## config.mk

```make
export PLATFORM = sky130hd
export DESIGN_NAME = jtcps2_keyctrl_flat
export DESIGN_NICKNAME = d
export VERILOG_FILES = /design/src/rtl/jtcps2_keyctrl_if.sv /design/src/rtl/jtcps2_keyctrl.sv /design/src/flat_wrapper.sv
export SDC_FILE = /design/constraint.sdc
export NUM_CORES = 1
export LEC_CHECK = 0
export BUFFER_PORTS_ARGS = -buffer_cell sky130_fd_sc_hd__buf_4
export CAP_MARGIN = 20
export CORE_ASPECT_RATIO = 0.5
export CORE_MARGIN = 2
export CORE_UTILIZATION = 50
export DETAILED_ROUTE_END_ITERATION = 10
export PLACE_DENSITY = 0.8
export SETUP_SLACK_MARGIN = 0.1
export SYNTH_ARGS = -nofsm -noshare
export SYNTH_HDL_FRONTEND = slang
export SYNTH_SLANG_ARGS = --single-unit
```

## constraint.sdc

```tcl
create_clock -name clk -period 2.93 [get_ports clk]
set_clock_uncertainty 0.15 [all_clocks]
set_input_delay 0.4395 -clock clk [delete_from_list [all_inputs] [get_ports clk]]
set_output_delay 0.4395 -clock clk [all_outputs]
set_load 0.05 [all_outputs]
```

## src/rtl/jtcps2_keyctrl_if.sv

```systemverilog
// Downloader sniff bus and keyload feed bundle for jtcps2_keyctrl.
interface jtcps2_keyctrl_if #(parameter int AW = 25);
    logic          downloading;
    logic [AW-1:0] ioctl_addr;
    logic [7:0]    ioctl_dout;
    logic          ioctl_wr;
    logic [7:0]    key_din;
    logic          key_we;
    logic [4:0]    key_cnt;
    logic          key_ok;
    logic          key_err;

    modport master (
        output downloading, ioctl_addr, ioctl_dout, ioctl_wr,
        input  key_din, key_we, key_cnt, key_ok, key_err
    );

    modport slave (
        input  downloading, ioctl_addr, ioctl_dout, ioctl_wr,
        output key_din, key_we, key_cnt, key_ok, key_err
    );
endinterface

```

## src/rtl/jtcps2_keyctrl.sv

```systemverilog
// CPS2 key loader: sniffs downloader key bytes and replays them to keyload.
// Define JTCPS2_NOKEY_EN to feed an all-zero key when the download has none.
module jtcps2_keyctrl #(
    parameter int            AW        = 25,
    parameter logic [AW-1:0] KEY_START = '0,
    parameter int            KEY_LEN   = 20
) (
    input  logic             clk,
    input  logic             rst,
    jtcps2_keyctrl_if.slave  k
);
    typedef enum logic [2:0] {IDLE, LOAD, DRAIN, DONE, ERR} state_t;

    localparam logic [4:0] LEN5 = 5'(KEY_LEN);

    state_t        st;
    logic          dl_l;
    logic [7:0]    mem [4];
    logic [1:0]    rd_ptr, wr_ptr;
    logic [2:0]    fcnt;
    logic [4:0]    acc_cnt;
    logic [AW-1:0] offs;
    logic          rise, fall, in_reg, acc;
    logic          empty, full;
    logic          pop, byp, zgen, push, drop;
`ifdef JTCPS2_NOKEY_EN
    logic          zmode;
`endif

    // unsigned wrap makes addresses below KEY_START fall out of range
    assign offs   = k.ioctl_addr - KEY_START;
    assign in_reg = offs < AW'(KEY_LEN);
    assign rise   = k.downloading & ~dl_l;
    assign fall   = ~k.downloading & dl_l;
    assign acc    = k.ioctl_wr & k.downloading & in_reg
                  & (rise | (acc_cnt < LEN5));
    assign empty  = fcnt == 3'd0;
    assign full   = fcnt == 3'd4;

    // an idle feeder with an empty FIFO forwards the incoming byte directly
    always_comb begin
        pop  = 1'b0;
        byp  = 1'b0;
        zgen = 1'b0;
        if (!rise && !k.key_we) begin
            if (!empty)
                pop = 1'b1;
            else if (acc)
                byp = 1'b1;
`ifdef JTCPS2_NOKEY_EN
            else if (st == DRAIN && k.key_cnt != LEN5
                     && (zmode || k.key_cnt == 5'd0))
                zgen = 1'b1;
`endif
        end
    end

    assign push = acc & ~byp & ~rise;
    assign drop = push & full & ~pop;

    always_ff @(posedge clk or posedge rst) begin
        if (rst) begin
            st        <= IDLE;
            dl_l      <= 1'b0;
            rd_ptr    <= '0;
            wr_ptr    <= '0;
            fcnt      <= '0;
            acc_cnt   <= '0;
            for (int i = 0; i < 4; i++)
                mem[i] <= '0;
            k.key_din <= '0;
            k.key_we  <= 1'b0;
            k.key_cnt <= '0;
            k.key_ok  <= 1'b0;
            k.key_err <= 1'b0;
`ifdef JTCPS2_NOKEY_EN
            zmode     <= 1'b0;
`endif
        end else begin
            dl_l <= k.downloading;
            if (rise) begin
                st        <= LOAD;
                k.key_ok  <= 1'b0;
                k.key_err <= 1'b0;
                k.key_cnt <= '0;
                k.key_we  <= 1'b0;
                rd_ptr    <= '0;
                wr_ptr    <= {1'b0, acc};
                fcnt      <= {2'b0, acc};
                acc_cnt   <= {4'b0, acc};
                if (acc)
                    mem[0] <= k.ioctl_dout;
`ifdef JTCPS2_NOKEY_EN
                zmode     <= 1'b0;
`endif
            end else begin
                if (acc)
                    acc_cnt <= acc_cnt + 5'd1;
                k.key_we <= pop | byp | zgen;
                if (pop) begin
                    k.key_din <= mem[rd_ptr];
                    rd_ptr    <= rd_ptr + 2'd1;
                end else if (byp) begin
                    k.key_din <= k.ioctl_dout;
                end else if (zgen) begin
                    k.key_din <= 8'h00;
                end
                if (pop | byp | zgen)
                    k.key_cnt <= k.key_cnt + 5'd1;
                if (push && !drop) begin
                    mem[wr_ptr] <= k.ioctl_dout;
                    wr_ptr      <= wr_ptr + 2'd1;
                end
                if (drop)
                    k.key_err <= 1'b1;
                fcnt <= fcnt + {2'b0, push & ~drop} - {2'b0, pop};
`ifdef JTCPS2_NOKEY_EN
                if (zgen)
                    zmode <= 1'b1;
`endif
                unique case (st)
                    LOAD: if (fall) st <= DRAIN;
                    DRAIN: begin
                        if (empty && !k.key_we && !zgen) begin
                            if (k.key_cnt == LEN5) begin
                                st       <= DONE;
                                k.key_ok <= 1'b1;
                            end else begin
                                st        <= ERR;
                                k.key_err <= 1'b1;
                                k.key_ok  <= 1'b0;
                            end
                        end
                    end
                    default: ;
                endcase
            end
        end
    end
endmodule

```

## src/flat_wrapper.sv

```systemverilog
// flat-port wrapper written by rule: the top's interface ports become plain ports
module jtcps2_keyctrl_flat 
#(
    parameter int            AW        = 25,
    parameter logic [AW-1:0] KEY_START = '0,
    parameter int            KEY_LEN   = 20
)
  (clk, rst, k_downloading, k_ioctl_addr, k_ioctl_dout, k_ioctl_wr, k_key_din, k_key_we, k_key_cnt, k_key_ok, k_key_err);
  jtcps2_keyctrl_if #(.AW(AW)) k_i ();
  input  logic clk;
  input  logic rst;
  input wire logic [$bits(k_i.downloading)-1:0] k_downloading;
  input wire logic [$bits(k_i.ioctl_addr)-1:0] k_ioctl_addr;
  input wire logic [$bits(k_i.ioctl_dout)-1:0] k_ioctl_dout;
  input wire logic [$bits(k_i.ioctl_wr)-1:0] k_ioctl_wr;
  output wire logic [$bits(k_i.key_din)-1:0] k_key_din;
  output wire logic [$bits(k_i.key_we)-1:0] k_key_we;
  output wire logic [$bits(k_i.key_cnt)-1:0] k_key_cnt;
  output wire logic [$bits(k_i.key_ok)-1:0] k_key_ok;
  output wire logic [$bits(k_i.key_err)-1:0] k_key_err;
  assign k_i.downloading = k_downloading;
  assign k_i.ioctl_addr = k_ioctl_addr;
  assign k_i.ioctl_dout = k_ioctl_dout;
  assign k_i.ioctl_wr = k_ioctl_wr;
  assign k_key_din = k_i.key_din;
  assign k_key_we = k_i.key_we;
  assign k_key_cnt = k_i.key_cnt;
  assign k_key_ok = k_i.key_ok;
  assign k_key_err = k_i.key_err;
  jtcps2_keyctrl #(.AW(AW), .KEY_START(KEY_START), .KEY_LEN(KEY_LEN)) u_core (.clk(clk), .rst(rst), .k(k_i));
endmodule
```

==> impl_metrics.env <==
export IMPL_cp_max_fo=6
export IMPL_ant_nets=0
export IMPL_track_usage=0.2332
export IMPL_whs_ns=0.1184
export IMPL_clkTransAtPathRegs_ns=0.05
export IMPL_whs_path_depth=1
export IMPL_cts_tree="done"
export IMPL_ys_types=50
export IMPL_leakage_nw=1.969
export IMPL_syn_instance_count=254
export IMPL_rr_worst_depth=10
export IMPL_die_x_microns=116.4
export IMPL_grt_max_degree=28
export IMPL_setup_violations=0
export IMPL_synthMuxAreaShare=0.1839
export IMPL_tns_ns=0
export IMPL_die_area_sq_mm=0.007004
export IMPL_synth_area_top_cells="dfrtp_1 51%, mux2_2 11%, mux4_2 5.7%, ha_1 3.6%, a221o_1 2.5%"
export IMPL_drt_iter0_markers=123
export IMPL_first_pass_iters=4
export IMPL_rsz0062_at_grt="no"
export IMPL_hold_path_class="input pin to flop"
export IMPL_grt_pass1_wl_microns=11810
export IMPL_grt_pass1_vias=2431
export IMPL_fill_cells=442
export IMPL_final_layout_size_suffix_gt1_frac=0.4000
export IMPL_clock_root_buffer="clkbuf_16"
export IMPL_synth_xor_area_share=0.01665
export IMPL_yosys_area_top_type="dfrtp_1"
export IMPL_core_area_sq_mm=0.006081
export IMPL_finalHoldViolCount=0
export IMPL_wl_microns=7270
export IMPL_cts_buffers=9
export IMPL_setup_ws_ns=0.3551
export IMPL_vias_per_cell=5.670
export IMPL_instances_no_fill=403
export IMPL_yosysSeqAreaShare=0.5073
export IMPL_place_ws_ns=0.06738
export IMPL_place_inst=387
export IMPL_place_hpwl_microns=4982
export IMPL_status="finished clean"
export IMPL_cp_end_kind="flop"
export IMPL_post_drt_wl_per_cell_microns=18.04
export IMPL_num_nets_final=358
export IMPL_drcViolationCount=0
export IMPL_place_area_sq_mm=0.003630
export IMPL_post_cts_resized=0
export IMPL_syn_area_per_cell_sq_um=12.43
export IMPL_power_density_mw_per_mm2=760.0
export IMPL_arrival_ns=2.63
export IMPL_via_count=2285
export IMPL_cts_sinks=64
export IMPL_htree_num_levels=3
export IMPL_cp_required_ns=2.99
export IMPL_slew_violations=0
export IMPL_busiest_layer="met2"
export IMPL_maxCapViolCount=0
export IMPL_worstMarginPinSlew_ns=0.9333
export IMPL_initial_core_util=0.5191
export IMPL_use_met1=0.2608
export IMPL_clock_latency_ns=0.33
export IMPL_fmaxAchievable_mhz=388.4
export IMPL_dieHeight_microns=60.19
export IMPL_syn_to_final_growth_pct=25.49
export IMPL_synthArstFlopShare=1.000
export IMPL_ys_ff_latch=64
export IMPL_postLayoutCellArea_sq_mm=0.003961
export IMPL_cp_start_kind="input pin"
export IMPL_synthesis_area_sq_mm=0.003157
export IMPL_synth_net_count=301
export IMPL_row_count=20
export IMPL_io_pin_count=53
export IMPL_ys_flop_type="dfrtp_1"
export IMPL_num_antenna_cells=0
export IMPL_synth_top_family_by_area="multiplexers"
export IMPL_post_route_period_util=0.8788
export IMPL_synth_adder_area_share=0.04201
export IMPL_portBuffers=50
export IMPL_antenna_found_initial=0
export IMPL_slew_headroom=0.3755
export IMPL_period_needed_ns=2.575
export IMPL_clockBufferDepth=2
export IMPL_vdd_drop_max_v=0.0003780
export IMPL_synth_top_area_frac=0.5073
export IMPL_finalWeightedCongestion=0.7645
export IMPL_synth_simple_area_share=0.1403
export IMPL_yosys_warnings=0
export IMPL_grt_use_met3=0.06592
export IMPL_gr_total_overflow=0
export IMPL_synth_edf_count=0
export IMPL_synth_compound_area_frac=0.07967
export IMPL_critPathKind="input pin to flop"
export IMPL_grtUsageMet2=0.4095
through the flow:
stage / power [mW] / utilization
after floorplan: 1.629 / -
after CTS: 3.024 / 0.6514
after detailed placement: 1.867 / 0.5969
after global routing: 3.157 / 0.6514
final: 3.011 / 0.6514
after global placement: 1.817 / 0.5969
synth_stat cells, drive strengths merged, types with 3 or more instances:
cell type / n
ha: 9
dfrtp: 64
xnor2: 4
buf: 6
o21ai: 7
inv: 10
a21oi: 8
mux2: 32
clkbuf: 5
mux2i: 4
nand4: 3
nor3: 6
mux4: 8
nand2b: 6
nor4: 4
nand3: 9
a221o: 8
and3: 11
nor2: 18
nand2: 8
metal layers:
metal | share of wire | vias to the layer above | wire length [microns]
met5 | 0 | - | 0
met4 | 0.037 | 0 | 267
met3 | 0.039 | 27 | 285
met2 | 0.51 | 62 | 3718
met1 | 0.41 | 1154 | 2998
li1 | - | 1042 | -
placed cells by master (no fill, tap or decap), types with 2 or more instances in the layout:
cell / Yosys / routed
inv_1: 10 / 9
bufinv_16: 0 / 2
clkbuf_16: 0 / 9
nor2_1: 18 / 18
nand4_1: 3 / 3
mux4_2: 8 / 8
xor2_1: 2 / 2
and3_1: 10 / 10
nor4_1: 4 / 4
mux2i_1: 4 / 4
buf_4: 1 / 56
a21oi_2: 2 / 2
a221o_1: 8 / 8
nand3_2: 2 / 2
a31o_2: 2 / 2
nand3_1: 7 / 7
or3_1: 2 / 2
dfrtp_1: 64 / 64
xnor2_1: 4 / 4
mux2_2: 32 / 32
a21oi_1: 6 / 6
nand2_1: 7 / 7
clkbuf_8: 0 / 2
ha_1: 9 / 9
nand2b_1: 6 / 6
nor3_1: 5 / 5
o21ai_0: 7 / 7
repair_timing:
item / in CTS / in global routing
endpoints found under the hold margin: 14 / 0
hold buffers: 1 / 0
setup buffers: 0 / 0
worst max-delay path, cell delays in order:
cell and delay (ns):
buf_4 0.11, nor4b_1 0.46, and3_1 0.31, nand2_2 0.12, nor3_1 0.20, ha_1 0.17
inv_1 0.05, fa_1 0.41, xor2_1 0.18, xnor2_1 0.14, nor2_1 0.05
power by group:
part / switching [mW] / total [mW] / internal [mW]
clock: 0.366 / 1.15 / 0.784
combinational: 0.452 / 0.756 / 0.305
sequential: 0.138 / 1.10 / 0.966
area by class of cell:
| cell class | instances | area, sq um | area share |
|---|---|---|---|
| flip-flops and latches | 64 | 1602 | 0.4043 |
| multi-input cells | 169 | 1460 | 0.3686 |
| repair buffers | 57 | 430.4 | 0.1087 |
| clock buffers | 12 | 256.5 | 0.06475 |
| well taps | 88 | 110.1 | 0.02780 |
| clock inverters | 3 | 65.06 | 0.01642 |
| inverters | 10 | 37.54 | 0.009476 |
logic make-up after synthesis:
group                    Yosys count
AND/OR/NAND/NOR                   76
flip-flops                        64
multiplexers                      44
AO/OA/AOI/OAI                     33
buffers and inverters             21
adder cells (fa/ha/maj)           10
XOR/XNOR                           6
sequential cells by signal (all words and copies together), names as in the netlist:
register,count
u_core.mem,32
u_core.k.key_din,8
u_core.acc_cnt,5
u_core.k.key_cnt,5
u_core.fcnt,3
u_core.st,3
u_core.rd_ptr,2
u_core.wr_ptr,2
u_core.dl_l,1
u_core.k.key_err,1
u_core.k.key_ok,1
u_core.k.key_we,1
final timing paths:
path | start | end | slack (ns)
setup / recovery | k_ioctl_addr[9] | u_core.fcnt[2] | 0.36
setup reg to reg | u_core.fcnt[1] | u_core.fcnt[2] | 0.43
hold reg to reg | u_core.acc_cnt[4] | u_core.acc_cnt[4] | 0.36
max in group asynchronous | rst | u_core.mem[24] | 1.48
hold / removal | k_downloading | u_core.dl_l | 0.12
min in group asynchronous | rst | u_core.wr_ptr[0] | 0.50
Note: power is estimated with default switching activity, not from simulation.
